**src/rtl/hazard_ctrl_if.sv**
```systemverilog
// Hazard controller bundle: stage register fields in, forwarding/stall/flush controls out.
// master = pipeline side, slave = hazard_ctrl.
interface hazard_ctrl_if;
  logic [4:0]  rs1_d;
  logic [4:0]  rs2_d;
  logic [4:0]  rs1_e;
  logic [4:0]  rs2_e;
  logic [4:0]  rd_e;
  logic [1:0]  res_src_e;
  logic [4:0]  rd_w;
  logic        reg_write_w;
  logic        pc_src_e;
  logic        mdu_start_e;
  logic [1:0]  fwd_a_e;
  logic [1:0]  fwd_b_e;
  logic        stall_f;
  logic        stall_d;
  logic        stall_e;
  logic        flush_d;
  logic        flush_e;
  logic        mdu_busy;
  logic        mdu_done;
  logic [31:0] stall_cycles;
  logic [31:0] flush_events;

  modport master (
    output rs1_d, rs2_d, rs1_e, rs2_e, rd_e, res_src_e, rd_w, reg_write_w,
           pc_src_e, mdu_start_e,
    input  fwd_a_e, fwd_b_e, stall_f, stall_d, stall_e, flush_d, flush_e,
           mdu_busy, mdu_done, stall_cycles, flush_events
  );

  modport slave (
    input  rs1_d, rs2_d, rs1_e, rs2_e, rd_e, res_src_e, rd_w, reg_write_w,
           pc_src_e, mdu_start_e,
    output fwd_a_e, fwd_b_e, stall_f, stall_d, stall_e, flush_d, flush_e,
           mdu_busy, mdu_done, stall_cycles, flush_events
  );
endinterface

```
**src/rtl/hazard_ctrl.sv**
```systemverilog
// Hazard controller for the 4-stage core: W->E forwarding, load-use stall, branch flush, MDU freeze.
// Define HAZARD_PERF_EN to build the stall_cycles / flush_events performance counters.
module hazard_ctrl #(
  parameter int unsigned MDU_LATENCY = 4,
  parameter int unsigned CNT_W       = 4
) (
  input  logic          clk,
  input  logic          rst_n,
  hazard_ctrl_if.slave  hz
);

  typedef enum logic [1:0] {IDLE, BUSY, DONE} state_e;

  localparam logic [CNT_W-1:0] CNT_INIT = CNT_W'(MDU_LATENCY - 2);

  state_e           state_q;
  logic [CNT_W-1:0] cnt_q;

  logic fwdA;
  logic fwdB;
  logic lwStall;
  logic mduStall;
  logic stallFront;

  // BUSY counts down the remaining stall cycles after the cycle that saw the start.
  always_ff @(posedge clk) begin
    if (!rst_n) begin
      state_q <= IDLE;
      cnt_q   <= '0;
    end else begin
      case (state_q)
        IDLE: begin
          if (hz.mdu_start_e) begin
            state_q <= BUSY;
            cnt_q   <= CNT_INIT;
          end
        end
        BUSY: begin
          if (cnt_q == '0) begin
            state_q <= DONE;
          end else begin
            cnt_q <= cnt_q - CNT_W'(1);
          end
        end
        DONE:    state_q <= IDLE;
        default: state_q <= IDLE;
      endcase
    end
  end

  assign fwdA = hz.reg_write_w && (hz.rd_w != 5'd0) && (hz.rd_w == hz.rs1_e);
  assign fwdB = hz.reg_write_w && (hz.rd_w != 5'd0) && (hz.rd_w == hz.rs2_e);

  assign lwStall  = (hz.res_src_e == 2'b01) && (hz.rd_e != 5'd0) &&
                    ((hz.rd_e == hz.rs1_d) || (hz.rd_e == hz.rs2_d));
  assign mduStall = rst_n && (((state_q == IDLE) && hz.mdu_start_e) || (state_q == BUSY));

  // A taken branch wins over a load-use stall, but an MDU freeze holds regardless.
  assign stallFront = mduStall || (rst_n && lwStall && !hz.pc_src_e);

  assign hz.fwd_a_e  = (rst_n && fwdA) ? 2'b01 : 2'b00;
  assign hz.fwd_b_e  = (rst_n && fwdB) ? 2'b01 : 2'b00;
  assign hz.stall_f  = stallFront;
  assign hz.stall_d  = stallFront;
  assign hz.stall_e  = mduStall;
  assign hz.flush_d  = !rst_n || hz.pc_src_e;
  assign hz.flush_e  = !rst_n || hz.pc_src_e || (lwStall && !mduStall);
  assign hz.mdu_busy = mduStall;
  assign hz.mdu_done = rst_n && (state_q == DONE);

`ifdef HAZARD_PERF_EN
  logic [31:0] stallCycles_q;
  logic [31:0] stallCycles_d;
  logic [31:0] flushEvents_q;
  logic [31:0] flushEvents_d;

  always_comb begin
    stallCycles_d = stallCycles_q + (stallFront   ? 32'd1 : 32'd0);
    flushEvents_d = flushEvents_q + (hz.pc_src_e ? 32'd1 : 32'd0);
  end

  always_ff @(posedge clk) begin
    if (!rst_n) begin
      stallCycles_q <= '0;
      flushEvents_q <= '0;
    end else begin
      stallCycles_q <= stallCycles_d;
      flushEvents_q <= flushEvents_d;
    end
  end

  assign hz.stall_cycles = stallCycles_q;
  assign hz.flush_events = flushEvents_q;
`else
  assign hz.stall_cycles = 32'd0;
  assign hz.flush_events = 32'd0;
`endif

endmodule

```
**src/flat_wrapper.sv**
```systemverilog
// flat-port wrapper written by rule: the top's interface ports become plain ports
module hazard_ctrl_flat 
#(
  parameter int unsigned MDU_LATENCY = 4,
  parameter int unsigned CNT_W       = 4
)
  (clk, rst_n, hz_rs1_d, hz_rs2_d, hz_rs1_e, hz_rs2_e, hz_rd_e, hz_res_src_e, hz_rd_w, hz_reg_write_w, hz_pc_src_e, hz_mdu_start_e, hz_fwd_a_e, hz_fwd_b_e, hz_stall_f, hz_stall_d, hz_stall_e, hz_flush_d, hz_flush_e, hz_mdu_busy, hz_mdu_done, hz_stall_cycles, hz_flush_events);
  hazard_ctrl_if hz_i ();
  input  logic clk;
  input  logic rst_n;
  input wire logic [$bits(hz_i.rs1_d)-1:0] hz_rs1_d;
  input wire logic [$bits(hz_i.rs2_d)-1:0] hz_rs2_d;
  input wire logic [$bits(hz_i.rs1_e)-1:0] hz_rs1_e;
  input wire logic [$bits(hz_i.rs2_e)-1:0] hz_rs2_e;
  input wire logic [$bits(hz_i.rd_e)-1:0] hz_rd_e;
  input wire logic [$bits(hz_i.res_src_e)-1:0] hz_res_src_e;
  input wire logic [$bits(hz_i.rd_w)-1:0] hz_rd_w;
  input wire logic [$bits(hz_i.reg_write_w)-1:0] hz_reg_write_w;
  input wire logic [$bits(hz_i.pc_src_e)-1:0] hz_pc_src_e;
  input wire logic [$bits(hz_i.mdu_start_e)-1:0] hz_mdu_start_e;
  output wire logic [$bits(hz_i.fwd_a_e)-1:0] hz_fwd_a_e;
  output wire logic [$bits(hz_i.fwd_b_e)-1:0] hz_fwd_b_e;
  output wire logic [$bits(hz_i.stall_f)-1:0] hz_stall_f;
  output wire logic [$bits(hz_i.stall_d)-1:0] hz_stall_d;
  output wire logic [$bits(hz_i.stall_e)-1:0] hz_stall_e;
  output wire logic [$bits(hz_i.flush_d)-1:0] hz_flush_d;
  output wire logic [$bits(hz_i.flush_e)-1:0] hz_flush_e;
  output wire logic [$bits(hz_i.mdu_busy)-1:0] hz_mdu_busy;
  output wire logic [$bits(hz_i.mdu_done)-1:0] hz_mdu_done;
  output wire logic [$bits(hz_i.stall_cycles)-1:0] hz_stall_cycles;
  output wire logic [$bits(hz_i.flush_events)-1:0] hz_flush_events;
  assign hz_i.rs1_d = hz_rs1_d;
  assign hz_i.rs2_d = hz_rs2_d;
  assign hz_i.rs1_e = hz_rs1_e;
  assign hz_i.rs2_e = hz_rs2_e;
  assign hz_i.rd_e = hz_rd_e;
  assign hz_i.res_src_e = hz_res_src_e;
  assign hz_i.rd_w = hz_rd_w;
  assign hz_i.reg_write_w = hz_reg_write_w;
  assign hz_i.pc_src_e = hz_pc_src_e;
  assign hz_i.mdu_start_e = hz_mdu_start_e;
  assign hz_fwd_a_e = hz_i.fwd_a_e;
  assign hz_fwd_b_e = hz_i.fwd_b_e;
  assign hz_stall_f = hz_i.stall_f;
  assign hz_stall_d = hz_i.stall_d;
  assign hz_stall_e = hz_i.stall_e;
  assign hz_flush_d = hz_i.flush_d;
  assign hz_flush_e = hz_i.flush_e;
  assign hz_mdu_busy = hz_i.mdu_busy;
  assign hz_mdu_done = hz_i.mdu_done;
  assign hz_stall_cycles = hz_i.stall_cycles;
  assign hz_flush_events = hz_i.flush_events;
  hazard_ctrl #(.MDU_LATENCY(MDU_LATENCY), .CNT_W(CNT_W)) u_core (.clk(clk), .rst_n(rst_n), .hz(hz_i));
endmodule
```
**config.mk**
```make
export PLATFORM = sky130hd
export DESIGN_NAME = hazard_ctrl_flat
export DESIGN_NICKNAME = d
export VERILOG_FILES = /design/src/rtl/hazard_ctrl_if.sv /design/src/rtl/hazard_ctrl.sv /design/src/flat_wrapper.sv
export SDC_FILE = /design/constraint.sdc
export NUM_CORES = 1
export LEC_CHECK = 0
export CORE_ASPECT_RATIO = 1.2
export CORE_MARGIN = 5
export CORE_UTILIZATION = 55
export DETAILED_ROUTE_END_ITERATION = 6
export DONT_BUFFER_PORTS = 1
export GPL_TIMING_DRIVEN = 0
export MAX_ROUTING_LAYER = met4
export PLACE_DENSITY_LB_ADDON = 0.05
export SYNTH_ARGS = -nofsm -noshare
export SYNTH_HDL_FRONTEND = slang
export SYNTH_SLANG_ARGS = --single-unit
```
**constraint.sdc**
```tcl
create_clock -name clk -period 2.39 [get_ports clk]
set_input_delay 0.717 -clock clk [delete_from_list [all_inputs] [get_ports clk]]
set_output_delay 0.717 -clock clk [all_outputs]
set_load 0.05 [all_outputs]
```
==> flow_metrics.tcl <==
set metrics [dict create \
    status "finished, violations left" \
    violations "negative setup slack" \
    post-route-period-util_pct 104.1 \
    gp_congestion 0.6431 \
    startpoint "hz_rd_e[2]" \
    htreeDepth 1 \
    power_uw 748.2 \
    ff2ff_path_depth 5 \
    r2r_end "u_core.cnt_q[1]$_SDFFE_PN0P_" \
    clkLatencyLatePin_ns 0.24 \
    rsz0062_at_grt "yes" \
    finalHoldViolCount 0 \
    syn_inst 144 \
    diodes 0 \
    dp.cells 228 \
    cp-end-kind "primary output" \
    worst_slew_pin_slew_ns 0.8629 \
    reg2reg_from "u_core.cnt_q[0]$_SDFFE_PN0P_" \
    worstPathArrival_ns 1.77 \
    final_cells 236 \
    first_pass_iters 4 \
    final_max_slew_viol_count 0 \
    ys_types 30 \
    ys_warn_count 0 \
    drv_cap 0 \
    grt_pass1_wl_mm 3.636 \
    leakage_nw 0.8703 \
    max_freq_mhz 401.9 \
    fillCellCount 142 \
    ant_nets 0 \
    syn_to_final_growth_pct 39.35 \
    cts_tree "yes" \
    detail_route.wl_per_cell_um 10.81 \
    fin_ws_ns -0.09809 \
    top_level_ports 112 \
    cts-root-buf "clkbuf_4" \
    combPwrFrac_pct 69.9 \
    slew_headroom_pct 42.22 \
    setup_viol 4 \
    rows 17 \
    clkPwrFrac_pct 12.5 \
    drc_errors 0 \
    cts.clk_slew.worst_paths_ns 0.04 \
    met3WireLength_um 373 \
    drt_iter0_drc 7 \
    start_util_pct 58.63 \
    power.switching_uw 416.2 \
    hold_path.class "flip-flop to flip-flop" \
    grt_use_total_pct 15.86 \
    cts_inserted_buffers 3 \
    antenna_found_initial 0 \
    ff2ff_setup_slack_ns 0.84 \
    cp.required_ns 1.67 \
    cp_max_fo 3 \
    highest_layer "met4" \
    crit_end "hz_stall_f" \
    grt_max_degree 7 \
    wl_met1_um 822 \
    p_int_uw 332.1 \
    fp.coreArea_um2 1893 \
    gr-total-overflow 0 \
    first_global_vias 852 \
    vias_per_cell 3.983 \
    vias 940 \
    wl_met2_mm 1.338 \
    switching_share_pct 55.62 \
    period_minus_slack_ns 2.488 \
    ys_seq_area_share_pct 10.82 \
    powerDensity_nw_per_um2 483.8 \
    holdWs_ns 0.5104 \
    io_buffers 0 \
    die-height_um 59.21 \
    wirelength_mm 2.552 \
    seqPwrFrac_pct 17.6 \
    die_x_um 51.01 \
    nNetsFinal 258 \
    synth-seq-cells 6 \
    postSynthAreaPerCell_um2 7.707 \
    critPathLaunchType "primary input" \
    place_hpwl_mm 2.295 \
    hold_depth 2 \
    synthesis.area_um2 1110 \
    drive_gt1_share_pct 41.94 \
    ir_drop_v 0.0003066 \
    clock_path_buffers 2 \
    path_class "primary input to primary output" \
    clock-sinks 6 \
    skew_ns 0.001729 \
    die_area_um2 3020 \
]
-- per-stage QoR --
stage	utilization, %	setup WS, ns	TNS (ns)	instance area (um^2)
finish	81.69	-0.09809	-0.1928	1546
global placement	75.35	-0.3191	-0.8855	1426
detailed placement	75.35	-0.3325	-0.9609	1426
floorplan	-	-0.2442	-0.6505	1403
global route	81.69	-0.1635	-0.3953	1546
CTS	79.71	-0.1359	-0.2597	1509
-- cells in the final DEF, fill, tap and decap left out, types with 2 or more instances in the layout --
cell,synthesis,routed
xor2_1,14,14
nor4_4,0,2
buf_4,68,72
inv_1,6,5
nor2_1,8,6
nor2_4,0,2
nor3_2,0,2
clkbuf_4,0,3
nand3_1,4,4
dfxtp_1,6,6
ha_1,2,2
and2_1,2,2
xnor2_1,7,7
conb_1,1,66
nor2b_1,2,2
-- cell usage after synthesis, drive strengths merged --
cell type / n / area [um^2]
a22oi: 1 / 7.510
o21ai: 2 / 10.01
nor3b: 2 / 15.01
buf: 68 / 510.5
o22ai: 1 / 6.260
nand3b: 1 / 7.510
xnor2: 7 / 61.31
nand2: 1 / 3.750
ha: 2 / 25.02
or3: 1 / 6.260
xor2: 14 / 122.6
mux2i: 1 / 10.01
or4: 1 / 7.510
nor3: 3 / 15.01
and3: 1 / 6.260
inv: 6 / 22.52
nor2b: 2 / 12.51
o31ai: 1 / 7.510
a311oi: 1 / 8.760
nor2: 8 / 30.03
dfxtp: 6 / 120.1
nand3: 4 / 20.02
conb: 1 / 3.750
and2: 2 / 12.51
o21bai: 1 / 11.26
nor4: 2 / 12.51
a211oi: 1 / 12.51
o211ai: 1 / 7.510
a21oi: 2 / 13.76
-- what timing repair did --
item	in CTS	in global routing
resized for setup	8	3
endpoints found under the hold margin	0	0
setup buffers	2	3
pin swaps	6	4
endpoints found under the setup margin	5	4
hold buffers	0	0
-- layout make-up --
type                    count  area (um^2)  share of cell area (%)
multi-input cells         129        802.0                   51.86
plain buffers              68        514.2                   33.25
flip-flops and latches      6        120.1                   7.767
repair buffers              5        37.54                   2.427
inverters                   6        26.28                   1.699
well taps                  19        23.77                   1.537
clock buffers               3        22.52                   1.456
-- power by group through the flow --
stage	logic (mW)	clock network, mW	registers (mW)
floorplan	0.475	0	0.129
global placement	0.489	0	0.131
detailed placement	0.493	0	0.132
CTS	0.508	0.0984	0.131
global route	0.551	0.106	0.134
finish	0.523	0.0936	0.131
-- worst max-delay path, stage by stage --
cell     delay [ns]
xor2_1         0.14
nor3_2         0.19
a22oi_2        0.13
o22ai_4        0.36
buf_6          0.23
-- cell families (layout without fill, tap and decap cells) --
group | after synthesis | after routing | synth area share (%)
xor gates and xnor gates | 21 | 21 | 16.57
adders and majority gates | 2 | 2 | 2.254
DFF | 6 | 6 | 10.82
other | 1 | 66 | 0.3379
AOI/OAI and AO/OA | 11 | 11 | 7.667
and+or+nand+nor | 28 | 28 | 13.42
buffers and inverters | 74 | 82 | 48.03
muxes | 1 | 1 | 0.9020
-- flip-flops by register name, summed over array words and instances, names as in the netlist --
| signal | count |
|---|---|
| u_core.state_q | 2 |
| u_core.cnt_q | 4 |
-- worst min path at each step --
stage                                       startpoint                      endpoint  slack [ns]
final                     u_core.cnt_q[1]$_SDFFE_PN0P_  u_core.cnt_q[1]$_SDFFE_PN0P_        0.51
after global routing      u_core.cnt_q[1]$_SDFFE_PN0P_  u_core.cnt_q[1]$_SDFFE_PN0P_        0.52
after CTS                 u_core.cnt_q[1]$_SDFFE_PN0P_  u_core.cnt_q[1]$_SDFFE_PN0P_        0.52
after detailed placement  u_core.cnt_q[1]$_SDFFE_PN0P_  u_core.cnt_q[1]$_SDFFE_PN0P_        0.51
after global placement    u_core.cnt_q[2]$_SDFFE_PN0P_  u_core.cnt_q[2]$_SDFFE_PN0P_        0.48
after floorplan           u_core.cnt_q[2]$_SDFFE_PN0P_  u_core.cnt_q[2]$_SDFFE_PN0P_        0.46
-- routing by layer --
| layer | global-route usage [%] | vias up |
|---|---|---|
| met4 | 6.923 | 0 |
| met2 | 28.36 | 69 |
| met5 | - | - |
| met3 | 5.290 | 2 |
| met1 | 15.47 | 388 |
| li1 | - | 481 |
(Power assumes the default switching activity.)
